==> config.mk <==
export PLATFORM = sky130hd
export DESIGN_NAME = regfile_sequencer
export DESIGN_NICKNAME = d
export VERILOG_FILES = /design/src/rtl/regfile_sequencer.sv
export SDC_FILE = /design/constraint.sdc
export NUM_CORES = 1
export LEC_CHECK = 0
export ABC_AREA = 0
export ABC_CLOCK_PERIOD_IN_PS = 4030
export CORE_MARGIN = 2
export CORE_UTILIZATION = 30
export CTS_CLUSTER_DIAMETER = 60
export DETAILED_ROUTE_END_ITERATION = 10
export SYNTH_ARGS = -nofsm -noshare
export SYNTH_HDL_FRONTEND = slang
export SYNTH_SLANG_ARGS = --single-unit
==> constraint.sdc <==
create_clock -name CLK -period 4.03 [get_ports CLK]
set_input_delay 0.6045 -clock CLK [delete_from_list [all_inputs] [get_ports CLK]]
set_output_delay 0.6045 -clock CLK [all_outputs]
set_load 0.03 [all_outputs]
==> src/rtl/regfile_sequencer.sv <==
// Command sequencer in front of a 4-entry N-bit register file: LOAD/MOV/ADD/READ -> RF cycles.
// Optional feature macro: CARRY_FLAG_EN adds a registered ADD carry output.
module regfile_sequencer #(
  parameter int N = 4
) (
  input  logic         CLK,
  input  logic         RST,
  input  logic         cmd_valid,
  output logic         cmd_ready,
  input  logic [1:0]   cmd_op,
  input  logic [1:0]   cmd_rd,
  input  logic [1:0]   cmd_rs,
  input  logic [N-1:0] cmd_imm,
  output logic [N-1:0] rf_din,
  output logic         rf_wa0,
  output logic         rf_wa1,
  output logic         rf_wren,
  output logic         rf_ra0,
  output logic         rf_ra1,
  input  logic [N-1:0] rf_dout,
  output logic         res_valid,
  output logic [N-1:0] res_data,
  output logic         busy
`ifdef CARRY_FLAG_EN
  ,output logic        carry
`endif
);

  typedef enum logic [2:0] {IDLE, RD_S, RD_D, WRITE, RESP} state_t;

  localparam logic [1:0] OP_LOAD = 2'b00;
  localparam logic [1:0] OP_MOV  = 2'b01;
  localparam logic [1:0] OP_ADD  = 2'b10;
  localparam logic [1:0] OP_READ = 2'b11;

  state_t       state_q, state_d;
  logic [1:0]   op_q, op_d;
  logic [1:0]   rd_q, rd_d;
  logic [1:0]   rs_q, rs_d;
  logic [N-1:0] imm_q, imm_d;
  logic [N-1:0] opa_q, opa_d;
  logic [N-1:0] opb_q, opb_d;
  logic [N-1:0] res_data_q, res_data_d;
  logic [N-1:0] sum;
  logic [1:0]   ra, wa;

  assign cmd_ready = (state_q == IDLE) && !RST;
  assign sum       = opa_q + opb_q;
  assign busy      = (state_q != IDLE);
  assign res_valid = (state_q == RESP);
  assign res_data  = res_data_q;
  assign rf_ra0    = ra[0];
  assign rf_ra1    = ra[1];
  assign rf_wa0    = wa[0];
  assign rf_wa1    = wa[1];

`ifdef CARRY_FLAG_EN
  logic [N:0] sum_ext;
  logic       carry_q, carry_d;
  assign sum_ext = {1'b0, opa_q} + {1'b0, opb_q};
  assign carry   = carry_q;
`endif

  always_comb begin
    state_d    = state_q;
    op_d       = op_q;
    rd_d       = rd_q;
    rs_d       = rs_q;
    imm_d      = imm_q;
    opa_d      = opa_q;
    opb_d      = opb_q;
    res_data_d = res_data_q;
    ra         = 2'b00;
    wa         = 2'b00;
    rf_wren    = 1'b0;
    rf_din     = '0;
`ifdef CARRY_FLAG_EN
    carry_d    = carry_q;
`endif
    case (state_q)
      IDLE: begin
        if (cmd_valid && cmd_ready) begin
          op_d    = cmd_op;
          rd_d    = cmd_rd;
          rs_d    = cmd_rs;
          imm_d   = cmd_imm;
          state_d = (cmd_op == OP_LOAD) ? WRITE : RD_S;
        end
      end
      RD_S: begin
        ra    = rs_q;
        opb_d = rf_dout;
        case (op_q)
          OP_MOV:  state_d = WRITE;
          OP_ADD:  state_d = RD_D;
          default: begin
            // READ result is registered here so it is visible throughout RESP and held after
            res_data_d = rf_dout;
            state_d    = RESP;
          end
        endcase
      end
      RD_D: begin
        ra      = rd_q;
        opa_d   = rf_dout;
        state_d = WRITE;
      end
      WRITE: begin
        rf_wren = 1'b1;
        wa      = rd_q;
        case (op_q)
          OP_LOAD: rf_din = imm_q;
          OP_MOV:  rf_din = opb_q;
          default: rf_din = sum;
        endcase
`ifdef CARRY_FLAG_EN
        if (op_q == OP_ADD) carry_d = sum_ext[N];
`endif
        state_d = IDLE;
      end
      RESP: begin
        state_d = IDLE;
      end
      default: state_d = IDLE;
    endcase
  end

  always_ff @(posedge CLK) begin
    if (RST) begin
      state_q    <= IDLE;
      op_q       <= 2'b00;
      rd_q       <= 2'b00;
      rs_q       <= 2'b00;
      imm_q      <= '0;
      opa_q      <= '0;
      opb_q      <= '0;
      res_data_q <= '0;
`ifdef CARRY_FLAG_EN
      carry_q    <= 1'b0;
`endif
    end else begin
      state_q    <= state_d;
      op_q       <= op_d;
      rd_q       <= rd_d;
      rs_q       <= rs_d;
      imm_q      <= imm_d;
      opa_q      <= opa_d;
      opb_q      <= opb_d;
      res_data_q <= res_data_d;
`ifdef CARRY_FLAG_EN
      carry_q    <= carry_d;
`endif
    end
  end

  // OP_READ is the default arm above; keep the name referenced for readers
  logic unused_ok;
  assign unused_ok = (OP_READ == 2'b11);

endmodule

Word-level counts from Yosys, hierarchy flattened
Index checks and enable logic that the tools add are counted.
W data, S select, Z words.
{"block": "totals", "output_inout_bits": 16, "word_cells": 36, "inputBits": 17, "regBits": 25}
{"block": "op_classes", "addsub": 1, "bitwise_logic": 1, "n_reduce_logical": 10, "eq_ne": 7, "n_mux": 9}
{"cell": "$pmux W3 S3", "count": 1}
{"cell": "$pmux W4 S2", "count": 1}
{"cell": "$eq A3 B2 Y1 const B", "count": 2}
{"cell": "$pmux W3 S2", "count": 1}
{"cell": "$add A4 B4 Y4", "count": 1}
{"cell": "$logic_not A2 Y1", "count": 2}
{"cell": "$mux W2", "count": 2}
{"cell": "$mux W4", "count": 1}
{"cell": "$pmux W2 S2", "count": 1}
{"cell": "$reduce_and A2 Y1", "count": 2}
{"cell": "$eq A3 B1 Y1 const B", "count": 1}
{"cell": "$eq A3 B3 Y1 const B", "count": 1}
{"cell": "$logic_not A3 Y1", "count": 1}
{"cell": "$mux W3", "count": 1}
{"cell": "$reduce_bool A3 Y1", "count": 1}
{"cell": "$eq A2 B1 Y1 const B", "count": 1}
{"cell": "$eq A2 B2 Y1 const B", "count": 1}
{"cell": "$logic_and A1 B1 Y1", "count": 2}
{"cell": "$ne A2 B1 Y1 const B", "count": 1}
{"cell": "$reduce_or A2 Y1", "count": 1}
{"cell": "$logic_not A1 Y1", "count": 1}
{"cell": "$mux W1", "count": 1}
{"cell": "$not A1 Y1", "count": 1}

Depth between registers and ports, before layout
{"block": "logic_depth", "word_depth": 5, "mapped_depth": 6, "ltp_nobuf": 5}

Worst setup path after synthesis
Ideal clock, no wire load.
{"block": "synth_timing", "kind": "reg-to-output", "from": "register opa_q[0]", "to": "output rf_din[2]", "slack_ns": 1.828, "n_path_buf": 0, "required_ns": 3.425, "stages_incl_launch_ff": 6, "arrival_ns": 1.597, "cell_sequence": "dfxtp_1 -> ha_1 -> fa_1 -> xor2_1 -> nand2_1 -> a21oi_1"}
{"block": "synth_via", "elab_chain_cells": 3}
{"item": "start, declared", "line_no": "41", "rtl": "logic [N-1:0] opa_q, opa_d;"}
{"item": "start signal, assigned", "line_no": "147", "rtl": "opa_q <= opa_d;"}
{"item": "$add A4 B4 Y4", "line_no": "48", "rtl": "assign sum = opa_q + opb_q;"}
{"item": "$pmux W4 S2", "line_no": "111", "rtl": "case (op_q)"}
{"item": "$mux W4", "line_no": "80", "rtl": "case (state_q)"}
{"item": "end, declared", "line_no": "14", "rtl": "output logic [N-1:0] rf_din,"}
No other way between the ends.

Worst setup path after layout
Same ends and word-level chain as after synthesis.

==> flow_metrics.py <==
metrics = {
    "clock_network": {
        "root_buffer": "clkbuf_8",
        "cts_sinks": 25,
        "cts-buffers-inserted": 3,
        "cts_buffer_depth": 2,
        "cts_tree": "built",
        "htreeDepth": 1,
        "cts_setup_buffers": 0,
        "clkTransAtPathRegs_ns": 0.08,
        "cts_resized": 0,
        "clkLatencyLatePin_ns": 0.27,
        "ctsHoldBuffers": 0,
    },
    "global_route": {
        "grt_max_degree": 27,
        "grt_pass1_vias": 981,
        "grt_pass1_wl_microns": 4440,
        "grt.total_usage": 0.131,
        "antenna_found_initial": 0,
        "grt_overflow": 0,
    },
    "setup_path": {
        "critPathCaptureType": "output port",
        "crit_fanout": 2,
        "setup.worst_path.start_class": "flop",
        "cp_num_buf_inv": 1,
        "r2r-start": "state_q[0]",
        "required_ns": 3.43,
        "slowest_delay_ns": 0.70,
        "crit_family": "buffers and inverters",
        "worstSetupStartpoint": "opa_q[0]",
        "crit_type": "flop to output port",
        "path_cells": "ha_1, fa_1, xor2_1, nand2_1, a21oi_1, clkdlybuf4s50_1",
        "crit_arrival_ns": 2.31,
        "crit_path_top_delay_cell": "clkdlybuf4s50_1",
        "r2r-end": "res_data[1]",
        "reg2regPathDepth": 4,
        "r2r_slack_ns": 2.02,
    },
    "timing": {
        "slew_headroom": 0.597,
        "final.setup.tns_ns": 0,
        "final.setup_skew_ns": 0.00217,
        "fin_crit_sh": 0.723,
        "worstMarginPinSlew_ns": 0.602,
        "fmax_mhz": 343,
        "hold_slack_ns": 0.480,
        "fin_crit_ns": 2.91,
        "finalSetupViolations": 0,
        "final_max_slew_viol_count": 0,
        "finalHoldViolations": 0,
        "rsz0062_at_grt": "no",
    },
    "logic_synthesis": {
        "avgSynthCellArea_sq_um": 9.26,
        "yosys_most_used_dff": "dfxtp_1",
        "ys_types": 31,
        "yosysWarningCount": 0,
        "synth_cells": 132,
        "synth_edf_count": 0,
        "seq_area_frac_synth": 0.409,
        "netlist_area_sq_mm": 0.00122,
        "synth-seq-cells": 25,
        "synthArstFlopShare": 0,
        "syn_nets": 155,
    },
    "pwr": {
        "power_density_mw_per_mm2": 395,
        "power.leakage_nw": 0.636,
        "ir_drop_v": 0.000175,
    },
    "worst_hold_path": {
        "hold_end": "imm_q[3]",
        "hp-class": "flop to flop",
        "hold_start": "imm_q[3]",
        "worstHoldPathCells": 2,
    },
    "cells_and_area": {
        "antennaDiodeCount": 0,
        "finalNetCount": 186,
        "area_growth_pct": 31.8,
        "drive_gt1_frac": 0.0432,
        "postLayoutCoreUtil": 0.406,
        "nFillCells": 415,
    },
    "die": {
        "die_area_sq_mm": 0.00460,
        "rows": 23,
        "core_area_sq_mm": 0.00397,
        "initial_core_util": 0.308,
        "die_w_microns": 67.8,
        "ios": 33,
        "die_y_microns": 67.8,
    },
    "detailed_routing": {
        "first_pass_iters": 4,
        "wl_microns": 2670,
        "post_drt_via_cell_ratio": 4.75,
        "first_iter_violations": 28,
        "postRouteAntennaNets": 0,
        "drc": 0,
        "vias": 1006,
        "avgRoutedWirePerCell_microns": 12.6,
    },
    "run": {
        "max_cap_viol_count": 0,
    },
    "placed_design": {
        "port_buffers": 32,
        "dp_hpwl_microns": 1960,
        "gp_congestion": 0.746,
    },
    "run_status": {
        "status": "finished, final reports clean",
    },
}
==> cell families after synthesis <==
logic type | count (synthesis) | share of synthesized area
flip-flops | 25 | 0.409
XOR/XNOR | 3 | 0.0215
buffers and inverters | 10 | 0.0471
AND/OR/NAND/NOR | 58 | 0.253
adder cells (fa/ha/maj) | 6 | 0.0676
multiplexers | 12 | 0.0983
AO/OA/AOI/OAI | 18 | 0.103
==> final cells by class <==
type / instances / area [sq um] / area share
multi-input cells: 97 / 664 / 0.412
flip-flops and latches: 25 / 500 / 0.311
repair buffers: 33 / 328 / 0.203
well taps: 50 / 62.6 / 0.0388
clock buffers: 4 / 45.0 / 0.0280
inverters: 3 / 11.3 / 0.00699
==> registers in the layout, summed over array words and instances (netlist names) <==
name and flops:
rs_q 2, res_data 4, imm_q 4, opb_q 4
opa_q 4, op_q 2, rd_q 2, state_q 3
==> worst register-to-register path, stage by stage (launching register included) <==
cell,delay [ns]
dfxtp_1,0.52
nor3b_4,0.53
nor2b_1,0.55
mux2i_1,0.25
nor2_1,0.05
==> report_power, final <==
part,internal [W],switching [W],leakage (nW),total (W)
combinational,0.0000895,0.0000969,0.409,0.000186
clock,0.0000708,0.0000768,0.0228,0.000148
sequential,0.000275,0.0000273,0.205,0.000303
total,0.000436,0.000201,0.636,0.000637
==> worst max-delay path by stage <==
stage / cells after the start / end
floorplan: 5 / rf_din[2]
global placement: 4 / cmd_ready
detailed placement: 4 / cmd_ready
CTS: 6 / rf_din[2]
global route: 6 / rf_din[2]
finish: 6 / rf_din[2]
==> cells in the final DEF (no fill, tap or decap) <==
master           count
a2111oi_0            2
a211oi_1             1
a21o_1               1
a21oi_1              5
a22o_1               3
a22oi_1              3
and2_1               3
buf_4                1
clkbuf_1             1
clkbuf_8             3
clkdlybuf4s50_1     32
dfxtp_1             25
fa_1                 1
ha_1                 5
inv_1                3
mux2i_1             12
nand2_1             22
nand2b_1             2
nand3b_1             9
nor2_1              14
nor2b_1              2
nor3_1               1
nor3b_1              1
nor3b_2              1
nor3b_4              1
nor4_2               1
o21ai_0              1
o31ai_1              2
or3_1                1
xnor2_1              2
xor2_1               1
==> cells in the mapped netlist (2+ instances only) <==
library cell	number	area (sq um)
dfxtp_1	25	500
nand2_1	22	82.6
nor2_1	14	52.6
mux2i_1	12	120
nand3b_1	9	67.6
a21oi_1	5	25.0
ha_1	5	62.6
a22o_1	3	26.3
a22oi_1	3	22.5
and2_1	3	18.8
buf_4	3	22.5
inv_1	3	11.3
a2111oi_0	2	17.5
clkbuf_1	2	7.51
nand2b_1	2	12.5
nor2b_1	2	12.5
o31ai_1	2	15.0
xnor2_1	2	17.5
==> metrics by stage <==
step	setup slack [ns]	cells	total power, W	instance area, sq um
after floorplan	1.83	132	0.000436	1220
after global placement	1.27	208	0.000493	1570
after detailed placement	1.25	208	0.000496	1570
after CTS	1.10	212	0.000646	1610
after global routing	0.966	212	0.000675	1610
final	1.12	212	0.000637	1610
==> metal layers <==
metal / routed length (microns) / track usage / vias up
met4: 45 / 0.0650 / 0
met5: 0 / 0 / -
li1: - / - / 513
met1: 1270 / 0.164 / 458
met3: 166 / 0.0378 / 5
met2: 1190 / 0.206 / 30
No activity file was read; power rests on OpenSTA's default activity.
==> RTL edit 1: new RTL, same flow settings <==
The parameter `N` goes from 4 to 2. Comments in the files are not updated.
--- a/src/rtl/regfile_sequencer.sv
+++ b/src/rtl/regfile_sequencer.sv
@@ -1,7 +1,7 @@
 // Command sequencer in front of a 4-entry N-bit register file: LOAD/MOV/ADD/READ -> RF cycles.
 // Optional feature macro: CARRY_FLAG_EN adds a registered ADD carry output.
 module regfile_sequencer #(
-  parameter int N = 4
+  parameter int N = 2
 ) (
   input  logic         CLK,
   input  logic         RST,
Ports: changed (resized cmd_imm, res_data, rf_din and rf_dout); port bits go from 33 to 25. No check against the original RTL was run, so the function may have changed too.
==> RTL edit 1 against the unedited design <==
- synthesized cell count down 23%
- power fell by 33%
- cell area is 26% lower
- count of clock-buffer cells in the layout unchanged
- area after synthesis fell by 24%
- sequential cell count fell by 8
- global-route usage fell by 1.3 points
- setup slack lost 0.0092 ns
- core utilization down 0.29 points
- routed wire length decreased by 29%
- fmax decreased by 0.31%
- sequential share of layout area down 2.7 points
- first-iteration DRC count decreased by 68%
- largest cell class unchanged
- clock skew increased by 0.0013 ns
==> RTL edit 1: results (changes against the unedited design) <==
| Metric | Value |
|---|---|
| Outcome | `finished clean` |
| Drt initial violations | `9 (-68%)` |
| Max rail drop VDD | `0.000162 V (-7.2%)` |
| Placed insts | `152 (-27%)` |
| DR vias/cell | `5.00 (+5.4%)` |
| Fraction of layout cells with a size suffix above 1 | `0.106 (+0.0625)` |
| Synth cell count leaders | `dfxtp_1, nor2_1, mux2i_1, nand2_1` |
| HPWL Detailed | `1.36 mm (-31%)` |
| FILL cells | `292 (-30%)` |
| Vias in the first global route | `686 (-30%)` |
| LEAKAGE | `0.448 nW (-30%)` |
| Xor/xnor share of the synthesized area | `0.00949 (-0.0120)` |
| Routed WL | `1.90 mm (-29%)` |
| Total Routing Usage GR | `0.118 (-0.0135)` |
| Yosys cell types | `32 (+3.2%)` |
| Seq pwr share | `0.480 (+0.005)` |
| Post-synthesis mux area share | `0.0650 (-0.0332)` |
| Clock Latency Late Sink | `0.29 ns (+0.02 ns)` |
| Clock group | `0.0938 mW (-37%)` |
| Synth area leaders | `dfxtp_1, mux2i_1, nor2_1, ha_1, a211o_1` |
| Root Driver | `clkbuf_4` |
| Internal Pwr Total | `0.288 mW (-34%)` |
| First-pass GRT wire length | `3.10 mm (-30%)` |
| CTS clock-pin slew for the worst setup and hold paths | `0.10 ns (+0.02 ns)` |
| I/O Buffers | `24 (-25%)` |
| Post-synthesis net count | `117 (-25%)` |
| Nets@finish | `140 (-25%)` |
| Synth Area in Compound Gates | `0.172 (+0.0687)` |
| Synth Instances | `101 (-23%)` |
| Clk_skew | `0.00342 ns (+0.00126 ns)` |
| Switch share | `0.326 (+0.0107)` |
==> RTL edit 1: cell count changes after synthesis, moves of 4 or more <==
cell | unedited run | this run
mux2i_1 | 12 | 6
nand3_1 | 0 | 4
dfxtp_1 | 25 | 17
a211o_1 | 0 | 4
nand2_1 | 22 | 6
nand3b_1 | 9 | 2
==> RTL edit 1: critical path, stage by stage, from the launching register on <==
cell and delay (ns):
dfxtp_1 0.32, inv_1 0.06, ha_1 0.24, or4_1 0.52
a31oi_1 0.18, clkdlybuf4s50_1 0.71
==> RTL edit 1: cell families after synthesis <==
kind of cell             count (synthesis)
AND/OR/NAND/NOR                         40
AO/OA/AOI/OAI                           21
flip-flops                              17
buffers and inverters                   13
multiplexers                             6
adder cells (fa/ha/maj)                  3
XOR/XNOR                                 1
==> RTL edit 1: area by class of cell <==
class | instances | area (um^2) | share of cell area
clock buffers | 4 | 26.3 | 0.0219
repair buffers | 26 | 255 | 0.213
multi-input cells | 71 | 518 | 0.432
well taps | 33 | 41.3 | 0.0344
flip-flops and latches | 17 | 340 | 0.284
inverters | 5 | 18.8 | 0.0156
==> RTL edit 1: worst paths after layout <==
check | start | to | slack (ns) | depth (start not counted)
setup reg to reg | state_q[2] | imm_q[1] | 2.58 | 4
setup / recovery | op_q[1] | rf_din[1] | 1.11 | 5
hold / removal | res_data[0] | res_data[0] | 0.51 | 2
hold reg to reg | res_data[0] | res_data[0] | 0.51 | 2
==> RTL edit 1: metal layers <==
metal / global-route usage / part of all wire / vias to the layer above
met5: 0 / 0 / -
met4: 0.0682 / 0.018 / 0
met3: 0.0197 / 0.036 / 4
met2: 0.162 / 0.45 / 15
met1: 0.170 / 0.49 / 360
li1: - / - / 401
==> RTL edit 2: new RTL, same flow settings <==
Made on the original files. Re-encode `state_t` (5 states) as one-hot, 5 bits wide.
--- a/src/rtl/regfile_sequencer.sv
+++ b/src/rtl/regfile_sequencer.sv
@@ -26,7 +26,7 @@
 `endif
 );
 
-  typedef enum logic [2:0] {IDLE, RD_S, RD_D, WRITE, RESP} state_t;
+  typedef enum logic [4:0] {IDLE = 5'b00001, RD_S = 5'b00010, RD_D = 5'b00100, WRITE = 5'b01000, RESP = 5'b10000} state_t;
 
   localparam logic [1:0] OP_LOAD = 2'b00;
   localparam logic [1:0] OP_MOV  = 2'b01;
Formal check against the unedited RTL: same outputs for any inputs over 10 cycles, from zero or initial values and one cycle with RST high; not proved beyond that.
==> RTL edit 2 against the unedited design <==
- setup slack worse by 0.046 ns
- die area up 19%
- sequential cell count is 2 higher
- sequential power decreased by 2%
- area after synthesis grew 20%
- routed wire length grew 47%
- power fell by 6.4%
- cell area up 17%
- largest power group unchanged
==> RTL edit 2: results (changes against the unedited design) <==
| Metric | Value |
|---|---|
| Outcome | `finished clean` |
| Clk_skew | `0.00159 ns (-0.000577 ns)` |
| Placed insts | `264 (+27%)` |
| Synth cell count leaders | `dfxtp_1, a21oi_1, o31ai_1` |
| Via count | `1414 (+41%)` |
| HPWL Detailed | `2.76 mm (+41%)` |
| Final GP Congestion | `0.760 (+1.9%)` |
| Placed cell area | `1840 um^2 (+17%)` |
| Synth Area per Inst | `8.32 um^2 (-10%)` |
| Hold Crit Start | `res_data[1]` |
| R2r worst-path depth | `3 (-1)` |
| Worst reg2reg setup slack | `2.07 ns (+0.05 ns)` |
| Final instance count without filler cells | `268 (+26%)` |
| Routed length per instance | `14.7 um (+17%)` |
| Drt initial violations | `58 (+110%)` |
| Post-synthesis net count | `202 (+30%)` |
| Setup crit end | `rf_wa0` |
| Worst slew pin tran | `0.583 ns (-0.0188 ns)` |
| Total Routing Usage GR | `0.151 (+0.0203)` |
| Reg-to-reg critical path endpoint | `state_q[3]` |
| Max rail drop VDD | `0.000124 V (-29%)` |
| Fraction of layout cells with a size suffix above 1 | `0.0498 (+0.00654)` |
| Yosys cell types | `37 (+19%)` |
| Synth area leaders | `dfxtp_1, a21oi_1, o31ai_1, ha_1, nand4_1` |
| Crit path launch | `state_q[1]` |
| Worst Path Arrival | `2.35 ns (+0.04 ns)` |
| Worst Path Max Fanout | `20 (+18)` |
| Nets@finish | `227 (+22%)` |
| Share of the synthesized area in the top cell type | `0.367 (-0.0424)` |
| Post-CTS sizing | `0 (unchanged)` |
| LEAKAGE | `0.669 nW (+5.1%)` |
| Crit-path max cell delay | `0.67 ns (-0.03 ns)` |
| Sequential share of the synthesized area | `0.367 (-0.0424)` |
RTL edit 2: cell types whose count changed after synthesis, sizes merged, moves of 9 or more:
cell / delta
nand3b: -9
clkbuf: +11
o21ai: +9
nand2: -18
o31ai: +12
a21oi: +21
nand3: +12
nor2: -9
mux2i: -12
nand4: +10
RTL edit 2: through the flow:
step	setup slack [ns]	hold WS [ns]	util	power (mW)
6_report	1.07	0.474	0.399	0.596
5_1_grt	0.853	0.493	0.399	0.624
4_1_cts	1.05	0.477	0.399	0.598
3_5_place_dp	1.36	0.464	0.389	0.444
3_3_place_gp	1.36	0.459	0.389	0.444
2_1_floorplan	1.77	0.448	-	0.389
RTL edit 2: layout make-up:
| class | instances | area, um^2 |
|---|---|---|
| Clock buffer | 4 | 45.0 |
| Fill cell | 499 | 2840 |
| Inverter | 6 | 22.5 |
| Multi-Input combinational cell | 128 | 841 |
| Sequential cell | 27 | 541 |
| Tap cell | 67 | 83.8 |
| Timing Repair Buffer | 36 | 350 |
RTL edit 2: where the power goes:
part           internal, mW  switching (mW)  total (mW)
Clock                0.0710          0.0855       0.156
Sequential            0.280          0.0159       0.296
Combinational        0.0567          0.0866       0.143
RTL edit 2: logic make-up after synthesis:
| group | share of synthesized area |
|---|---|
| XOR/XNOR | 0.0119 |
| AND/OR/NAND/NOR | 0.217 |
| flip-flops | 0.367 |
| AO/OA/AOI/OAI | 0.269 |
| adder cells (fa/ha/maj) | 0.0731 |
| buffers and inverters | 0.0620 |
RTL edit 2: worst min path at each step:
stage                              to  slack (ns)  depth (start not counted)
after CTS                 res_data[1]        0.48                          2
after floorplan              imm_q[0]        0.45                          2
after detailed placement  res_data[1]        0.46                          2
after global placement    res_data[2]        0.46                          2
final                     res_data[1]        0.47                          2
after global routing      res_data[0]        0.49                          2
RTL edit 2: per-layer routing:
| layer | vias up | track usage | wire (um) |
|---|---|---|---|
| met5 | - | 0 | 0 |
| met4 | 0 | 0.0505 | 39 |
| met3 | 4 | 0.0407 | 226 |
| met2 | 46 | 0.239 | 1720 |
| met1 | 650 | 0.201 | 1950 |
| li1 | 714 | - | - |
RTL edit 2: critical path: cells and delay by family (launching register included):
kind	cells	cell delay, ns
buf+inv	2	0.82
flops	1	0.50
simple gates	3	0.76
